**src/rtl/fifo_burst_reader_if.sv**
```systemverilog
// rtl/fifo_burst_reader_if.sv - FIFO read port and output stream bundle for fifo_burst_reader
interface fifo_burst_reader_if #(
  parameter int unsigned DATA_WIDTH = 8,
  parameter int unsigned DEPTH      = 32
);
  logic                  fifo_empty;
  logic [DEPTH:0]        fifo_count;
  logic                  fifo_valid;
  logic [DATA_WIDTH-1:0] fifo_data;
  logic                  fifo_rd_en;
  logic                  m_valid;
  logic                  m_ready;
  logic [DATA_WIDTH-1:0] m_data;
  logic                  m_last;

  // Reader side: consumes the FIFO read port and drives the output stream
  modport master (
    input  fifo_empty, fifo_count, fifo_valid, fifo_data, m_ready,
    output fifo_rd_en, m_valid, m_data, m_last
  );

  // Environment side: the FIFO plus the downstream consumer
  modport slave (
    output fifo_empty, fifo_count, fifo_valid, fifo_data, m_ready,
    input  fifo_rd_en, m_valid, m_data, m_last
  );
endinterface

```
**src/rtl/fifo_burst_reader.sv**
```systemverilog
// rtl/fifo_burst_reader.sv - drains a 1-cycle-latency FIFO into a bursted valid/ready stream
module fifo_burst_reader #(
  parameter int unsigned DATA_WIDTH = 8,
  parameter int unsigned DEPTH      = 32,
  parameter int unsigned BURST_LEN  = 4,
  parameter int unsigned TIMEOUT    = 16
) (
  input  logic                clk,
  input  logic                rst,
  fifo_burst_reader_if.master bus,
  output logic                busy,
  output logic                timeout_flush,
  output logic [15:0]         burst_count,
  output logic                err
);
  localparam int unsigned   CW         = DEPTH + 1;
  localparam int unsigned   TW         = $clog2(TIMEOUT + 1);
  localparam logic [CW-1:0] BURST_C    = CW'(BURST_LEN);
  localparam logic [TW-1:0] TIMER_LAST = TW'(TIMEOUT - 1);

  localparam logic [1:0] S_IDLE  = 2'd0;
  localparam logic [1:0] S_READ  = 2'd1;
  localparam logic [1:0] S_DRAIN = 2'd2;

  logic [1:0]            state_q, state_d;
  logic [CW-1:0]         remaining_q, remaining_d;
  logic [TW-1:0]         timer_q, timer_d;
  logic                  inflight_q;
  logic                  inflight_last_q;
  logic                  rst_seen_q;
  logic [DATA_WIDTH-1:0] buf_data_q [2];
  logic [1:0]            buf_last_q;
  logic                  rd_ptr_q, wr_ptr_q;
  logic [1:0]            occ_q;
  logic [15:0]           burst_count_q;
  logic                  err_q;

  logic rd_en, last_issue, flush, burst_done;
  logic pop, push, stray, room;

  assign pop   = bus.m_valid && bus.m_ready;
  assign push  = !rst && bus.fifo_valid && inflight_q;
  // A stray return right after reset release may belong to a read issued before reset
  assign stray = !rst && bus.fifo_valid && !inflight_q && !rst_seen_q;
  // Buffer slots left once in-flight data lands, counting a word leaving this cycle
  assign room  = ({1'b0, occ_q} + {2'b0, inflight_q}) < (3'd2 + {2'b0, pop});

  // Next-state, read issue and timeout decision
  always_comb begin
    state_d     = state_q;
    remaining_d = remaining_q;
    timer_d     = '0;
    rd_en       = 1'b0;
    last_issue  = 1'b0;
    flush       = 1'b0;
    burst_done  = 1'b0;
    if (!rst) begin
      case (state_q)
        S_IDLE: begin
          if (bus.fifo_count >= BURST_C) begin
            state_d     = S_READ;
            remaining_d = BURST_C;
          end else if (!bus.fifo_empty) begin
            if (timer_q == TIMER_LAST) begin
              state_d     = S_READ;
              remaining_d = bus.fifo_count;
              flush       = 1'b1;
            end else begin
              timer_d = timer_q + 1'b1;
            end
          end
        end
        S_READ: begin
          if ((remaining_q != '0) && !bus.fifo_empty && room) begin
            rd_en       = 1'b1;
            remaining_d = remaining_q - 1'b1;
            if (remaining_q == CW'(1)) begin
              last_issue = 1'b1;
              state_d    = S_DRAIN;
            end
          end
        end
        S_DRAIN: begin
          if ((occ_q == 2'd0) && !inflight_q) begin
            state_d    = S_IDLE;
            burst_done = 1'b1;
          end
        end
        default: state_d = S_IDLE;
      endcase
    end
  end

  // Control state, read tracking, burst counter and sticky error
  always_ff @(posedge clk) begin
    if (rst) begin
      state_q         <= S_IDLE;
      remaining_q     <= '0;
      timer_q         <= '0;
      inflight_q      <= 1'b0;
      inflight_last_q <= 1'b0;
      rst_seen_q      <= 1'b1;
      burst_count_q   <= '0;
      err_q           <= 1'b0;
    end else begin
      state_q         <= state_d;
      remaining_q     <= remaining_d;
      timer_q         <= timer_d;
      inflight_q      <= rd_en;
      inflight_last_q <= last_issue;
      rst_seen_q      <= 1'b0;
      if (burst_done) burst_count_q <= burst_count_q + 16'd1;
      if (stray) err_q <= 1'b1;
    end
  end

  // Two-entry output buffer; the last flag travels with the word it tags
  always_ff @(posedge clk) begin
    if (rst) begin
      occ_q         <= 2'd0;
      rd_ptr_q      <= 1'b0;
      wr_ptr_q      <= 1'b0;
      buf_data_q[0] <= '0;
      buf_data_q[1] <= '0;
      buf_last_q    <= 2'b00;
    end else begin
      if (push) begin
        buf_data_q[wr_ptr_q] <= bus.fifo_data;
        buf_last_q[wr_ptr_q] <= inflight_last_q;
        wr_ptr_q             <= !wr_ptr_q;
      end
      if (pop) rd_ptr_q <= !rd_ptr_q;
      occ_q <= occ_q + {1'b0, push} - {1'b0, pop};
    end
  end

  assign bus.fifo_rd_en = rd_en;
  assign bus.m_valid    = !rst && (occ_q != 2'd0);
  assign bus.m_data     = bus.m_valid ? buf_data_q[rd_ptr_q] : '0;
  assign bus.m_last     = bus.m_valid && buf_last_q[rd_ptr_q];
  assign busy           = !rst && (state_q != S_IDLE);
  assign timeout_flush  = flush;
  assign burst_count    = burst_count_q;
  assign err            = err_q;
endmodule

```
**src/flat_wrapper.sv**
```systemverilog
// flat-port wrapper written by rule: the top's interface ports become plain ports
module fifo_burst_reader_flat 
#(
  parameter int unsigned DATA_WIDTH = 8,
  parameter int unsigned DEPTH      = 32,
  parameter int unsigned BURST_LEN  = 4,
  parameter int unsigned TIMEOUT    = 16
)
  (clk, rst, busy, timeout_flush, burst_count, err, bus_fifo_empty, bus_fifo_count, bus_fifo_valid, bus_fifo_data, bus_m_ready, bus_fifo_rd_en, bus_m_valid, bus_m_data, bus_m_last);
  fifo_burst_reader_if #(.DATA_WIDTH(DATA_WIDTH), .DEPTH(DEPTH)) bus_i ();
  input  logic clk;
  input  logic rst;
  output logic busy;
  output logic timeout_flush;
  output logic [15:0] burst_count;
  output logic err;
  input wire logic [$bits(bus_i.fifo_empty)-1:0] bus_fifo_empty;
  input wire logic [$bits(bus_i.fifo_count)-1:0] bus_fifo_count;
  input wire logic [$bits(bus_i.fifo_valid)-1:0] bus_fifo_valid;
  input wire logic [$bits(bus_i.fifo_data)-1:0] bus_fifo_data;
  input wire logic [$bits(bus_i.m_ready)-1:0] bus_m_ready;
  output wire logic [$bits(bus_i.fifo_rd_en)-1:0] bus_fifo_rd_en;
  output wire logic [$bits(bus_i.m_valid)-1:0] bus_m_valid;
  output wire logic [$bits(bus_i.m_data)-1:0] bus_m_data;
  output wire logic [$bits(bus_i.m_last)-1:0] bus_m_last;
  assign bus_i.fifo_empty = bus_fifo_empty;
  assign bus_i.fifo_count = bus_fifo_count;
  assign bus_i.fifo_valid = bus_fifo_valid;
  assign bus_i.fifo_data = bus_fifo_data;
  assign bus_i.m_ready = bus_m_ready;
  assign bus_fifo_rd_en = bus_i.fifo_rd_en;
  assign bus_m_valid = bus_i.m_valid;
  assign bus_m_data = bus_i.m_data;
  assign bus_m_last = bus_i.m_last;
  fifo_burst_reader #(.DATA_WIDTH(DATA_WIDTH), .DEPTH(DEPTH), .BURST_LEN(BURST_LEN), .TIMEOUT(TIMEOUT)) u_core (.clk(clk), .rst(rst), .bus(bus_i), .busy(busy), .timeout_flush(timeout_flush), .burst_count(burst_count), .err(err));
endmodule
```
**config.mk**
```make
export PLATFORM = sky130hd
export DESIGN_NAME = fifo_burst_reader_flat
export DESIGN_NICKNAME = d
export VERILOG_FILES = /design/src/rtl/fifo_burst_reader_if.sv /design/src/rtl/fifo_burst_reader.sv /design/src/flat_wrapper.sv
export SDC_FILE = /design/constraint.sdc
export NUM_CORES = 1
export LEC_CHECK = 0
export CAP_MARGIN = 40
export CORE_AREA = 2 2 100 102
export DETAILED_ROUTE_END_ITERATION = 10
export DIE_AREA = 0 0 102 104
export PLACE_DENSITY = 0.7
export SETUP_SLACK_MARGIN = 0.02
export SLEW_MARGIN = 10
export SYNTH_ARGS = -nofsm -noshare
export SYNTH_HDL_FRONTEND = slang
export SYNTH_SLANG_ARGS = --single-unit
export TNS_END_PERCENT = 1
```
**constraint.sdc**
```tcl
create_clock -name clk -period 6.1 [get_ports clk]
set_input_delay 0.61 -clock clk [delete_from_list [all_inputs] [get_ports clk]]
set_output_delay 0.61 -clock clk [all_outputs]
set_load 0.05 [all_outputs]
```
==> reports/summary.txt <==
Total CTS buffers: 9
Max Buffers Root-to-Sink: 2
Clock Latency Late Sink: 0.36 ns
Peak Freq: 266 MHz
Largest net degree at the start of global routing: 42
Critical path class: reg2out
Share of cells above drive strength 1: 0.114
Worst Path Required: 5.49 ns
Max-cap violations: 0
Crit-path max FO: 11
DR vias: 4,049
Final wirelength: 11,600 um
Avg WL per Cell: 16.8 um
Post-synth net total: 547
# resized after CTS: 0
Final Instance Count excl. Fillers: 692
Die height: 104 um
Mapped Cells: 491
Clk slew on worst S/H paths: 0.08 ns
CTS Sinks: 83
H-tree levels: 3
Layout area overhead: 21.2%
Filler cells: 864
Die ar.: 10,600 um2
Die width: 102 um
Clock Skew: 0.00996 ns
PD cells: 468 nW/um2
VDD IR max: 0.269 mV
Antenna Cells: 0
Total GRT Usage: 0.218
DR iter-0 viols: 329
DR vias/cell: 5.85
Seq/Total Area, Yosys: 0.393
Final slew viol count: 0
Core ar.: 9550 um2
Yosys warning count: 0
Placed cell count: 676
Initial Util: 0.485
Static leakage: 0.00199 uW
Number of synthesized flops with an enable pin: 16
Slew margin rel.: 0.467
DP HPWL: 8240 um
Post-Syn Area: 4630 um2
RSZ-0062 raised after global routing: false
Vias in the first global route: 3,835
Final hold vios: 0
Status: completed
Grt ovf: 0
Final net count: 610
Antenna violations before repair: 0
Fin crit period: 3.77 ns
# hold bufs at CTS: 0
Routed Antenna Nets: 0
Drt pass-1 iters: 4
DRC Markers: 0
Routability cong.: 0.850
Arr. time, crit path: 3.16 ns
CP Launch Type: flop
Number of synthesized register bits: 83
Hold/Removal Path Class: reg2reg
Global-route wire length before repair: 18,700 um
Top FF cell, synth: dfxtp_1
PortBufs: 75
Final setup vio count: 0
CP endpoint kind: output pin
Fraction of registers with async set/reset: 0
Number of placement rows: 36
CTS tree: built
Setup TNS: 0 ns
CTS root buf: clkbuf_8
Postcts setup bufs: 0
Tcrit/Tclk final: 0.617
Worst-Margin Slew: 0.799 ns
Ports: 76
Count of cell types in the netlist: 70
Post-Syn Area per Cell: 9.43 um2
-- metal layers --
layer / routed length, um / global-route usage / up-vias
met4: 158 / 0.0629 / 0
met1: 5510 / 0.312 / 1913
met3: 822 / 0.0470 / 11
li1: - / - / 1988
met5: 0 / 0 / -
met2: 5150 / 0.331 / 137
-- sequential cells by signal, summed over array words and instances, names as in the netlist, named ones only --
name and cells:
u_core.buf_data_q 16, u_core.buf_last_q 2, u_core.burst_count 16, u_core.err 1, u_core.inflight_last_q 1, u_core.inflight_q 1, u_core.occ_q 2, u_core.rd_ptr_q 1
u_core.remaining_q 33, u_core.rst_seen_q 1, u_core.state_q 2, u_core.timer_q 5, u_core.wr_ptr_q 1
-- stage by stage --
stage / hold slack, ns / worst slack [ns] / util / power (uW) / instance area [um2]
2_1_floorplan: 0.418 / 3.31 / - / 1930 / 4630
3_3_place_gp: 0.430 / 2.51 / 0.565 / 2180 / 5400
3_5_place_dp: 0.436 / 2.46 / 0.568 / 2210 / 5420
4_1_cts: 0.454 / 2.37 / 0.588 / 2600 / 5610
5_1_grt: 0.486 / 2.15 / 0.588 / 2800 / 5610
6_report: 0.451 / 2.33 / 0.588 / 2630 / 5610
-- path summary, 6_finish.rpt --
path | cells after the start | startpoint | end | slack [ns]
worst max-delay path | 6 | u_core.remaining_q[6] | bus_fifo_rd_en | 2.33
worst min-delay path | 1 | u_core.timer_q[0] | u_core.timer_q[0] | 0.45
worst max register to register | 7 | u_core.remaining_q[0] | u_core.remaining_q[16] | 3.55
worst min register to register | 1 | u_core.timer_q[0] | u_core.timer_q[0] | 0.45
-- cell usage in the layout, fill, tap and decap left out, types with 4 or more instances in the layout --
cell / synthesis / final
o31ai_1: 6 / 6
o21a_1: 4 / 4
nand3_1: 10 / 10
a311oi_1: 8 / 8
a211oi_2: 5 / 5
o21ai_0: 17 / 17
mux2i_1: 13 / 13
nor2b_1: 15 / 15
a21oi_1: 12 / 12
nor3_1: 13 / 13
clkbuf_8: 2 / 9
and2_1: 14 / 14
nand2b_1: 6 / 6
or3_1: 7 / 7
or2_2: 4 / 4
ha_1: 10 / 10
nand2_1: 20 / 20
o41ai_1: 17 / 17
clkdlybuf4s50_1: 0 / 74
edfxtp_1: 16 / 16
and3_1: 13 / 13
nor2_1: 54 / 54
dfxtp_1: 67 / 67
inv_1: 17 / 17
nor4_1: 12 / 12
buf_4: 2 / 4
a31oi_1: 19 / 19
xnor2_1: 9 / 9
nand4_1: 6 / 6
xor2_1: 5 / 5
a41oi_1: 7 / 7
-- cells by family (layout without fill, tap and decap cells) --
group	Yosys count	in the layout	synth area share
and+or+nand+nor	206	206	0.267
AOI/OAI and AO/OA	117	117	0.204
muxes	14	14	0.0305
adders and majority gates	10	10	0.0270
buffers and inverters	47	115	0.0508
DFF	83	83	0.393
xor gates and xnor gates	14	14	0.0265
-- final cells by class --
class / instances / area, um2 / share of cell area
clock inverters: 6 / 63.8 / 0.0114
inverters: 18 / 67.6 / 0.0120
multi-input cells: 361 / 2570 / 0.459
well taps: 133 / 166 / 0.0296
clock buffers: 10 / 128 / 0.0227
repair buffers: 81 / 792 / 0.141
flip-flops and latches: 83 / 1820 / 0.324
-- synth_stat cells, types with 9 or more instances --
library cell	number	area, um2
nand2_1	20	75.1
xnor2_1	9	78.8
nand3_1	10	50.1
nor3_1	13	65.1
clkbuf_1	15	56.3
a21oi_1	12	60.1
and3_1	13	81.3
nor2_1	54	203
o21ai_0	17	85.1
o41ai_1	17	149
ha_1	10	125
nor4_1	12	75.1
and2_1	14	87.6
a31oi_1	19	119
mux2i_1	13	130
edfxtp_1	16	480
inv_1	17	63.8
nor2b_1	15	93.8
dfxtp_1	67	1340
-- worst max-delay path, stage by stage (launching register included) --
cell	delay [ns]
dfxtp_1	0.37
nor3_2	0.53
nand3_4	0.22
or2_2	0.40
o21ai_2	0.46
inv_1	0.09
clkdlybuf4s50_1	0.72
-- report_power, final --
group | switching [uW] | internal, uW | leakage (uW)
sequential | 128 | 650 | 0.000708
combinational | 957 | 501 | 0.00119
clock | 205 | 189 | 0.0000927
(Power assumes the default switching activity.)
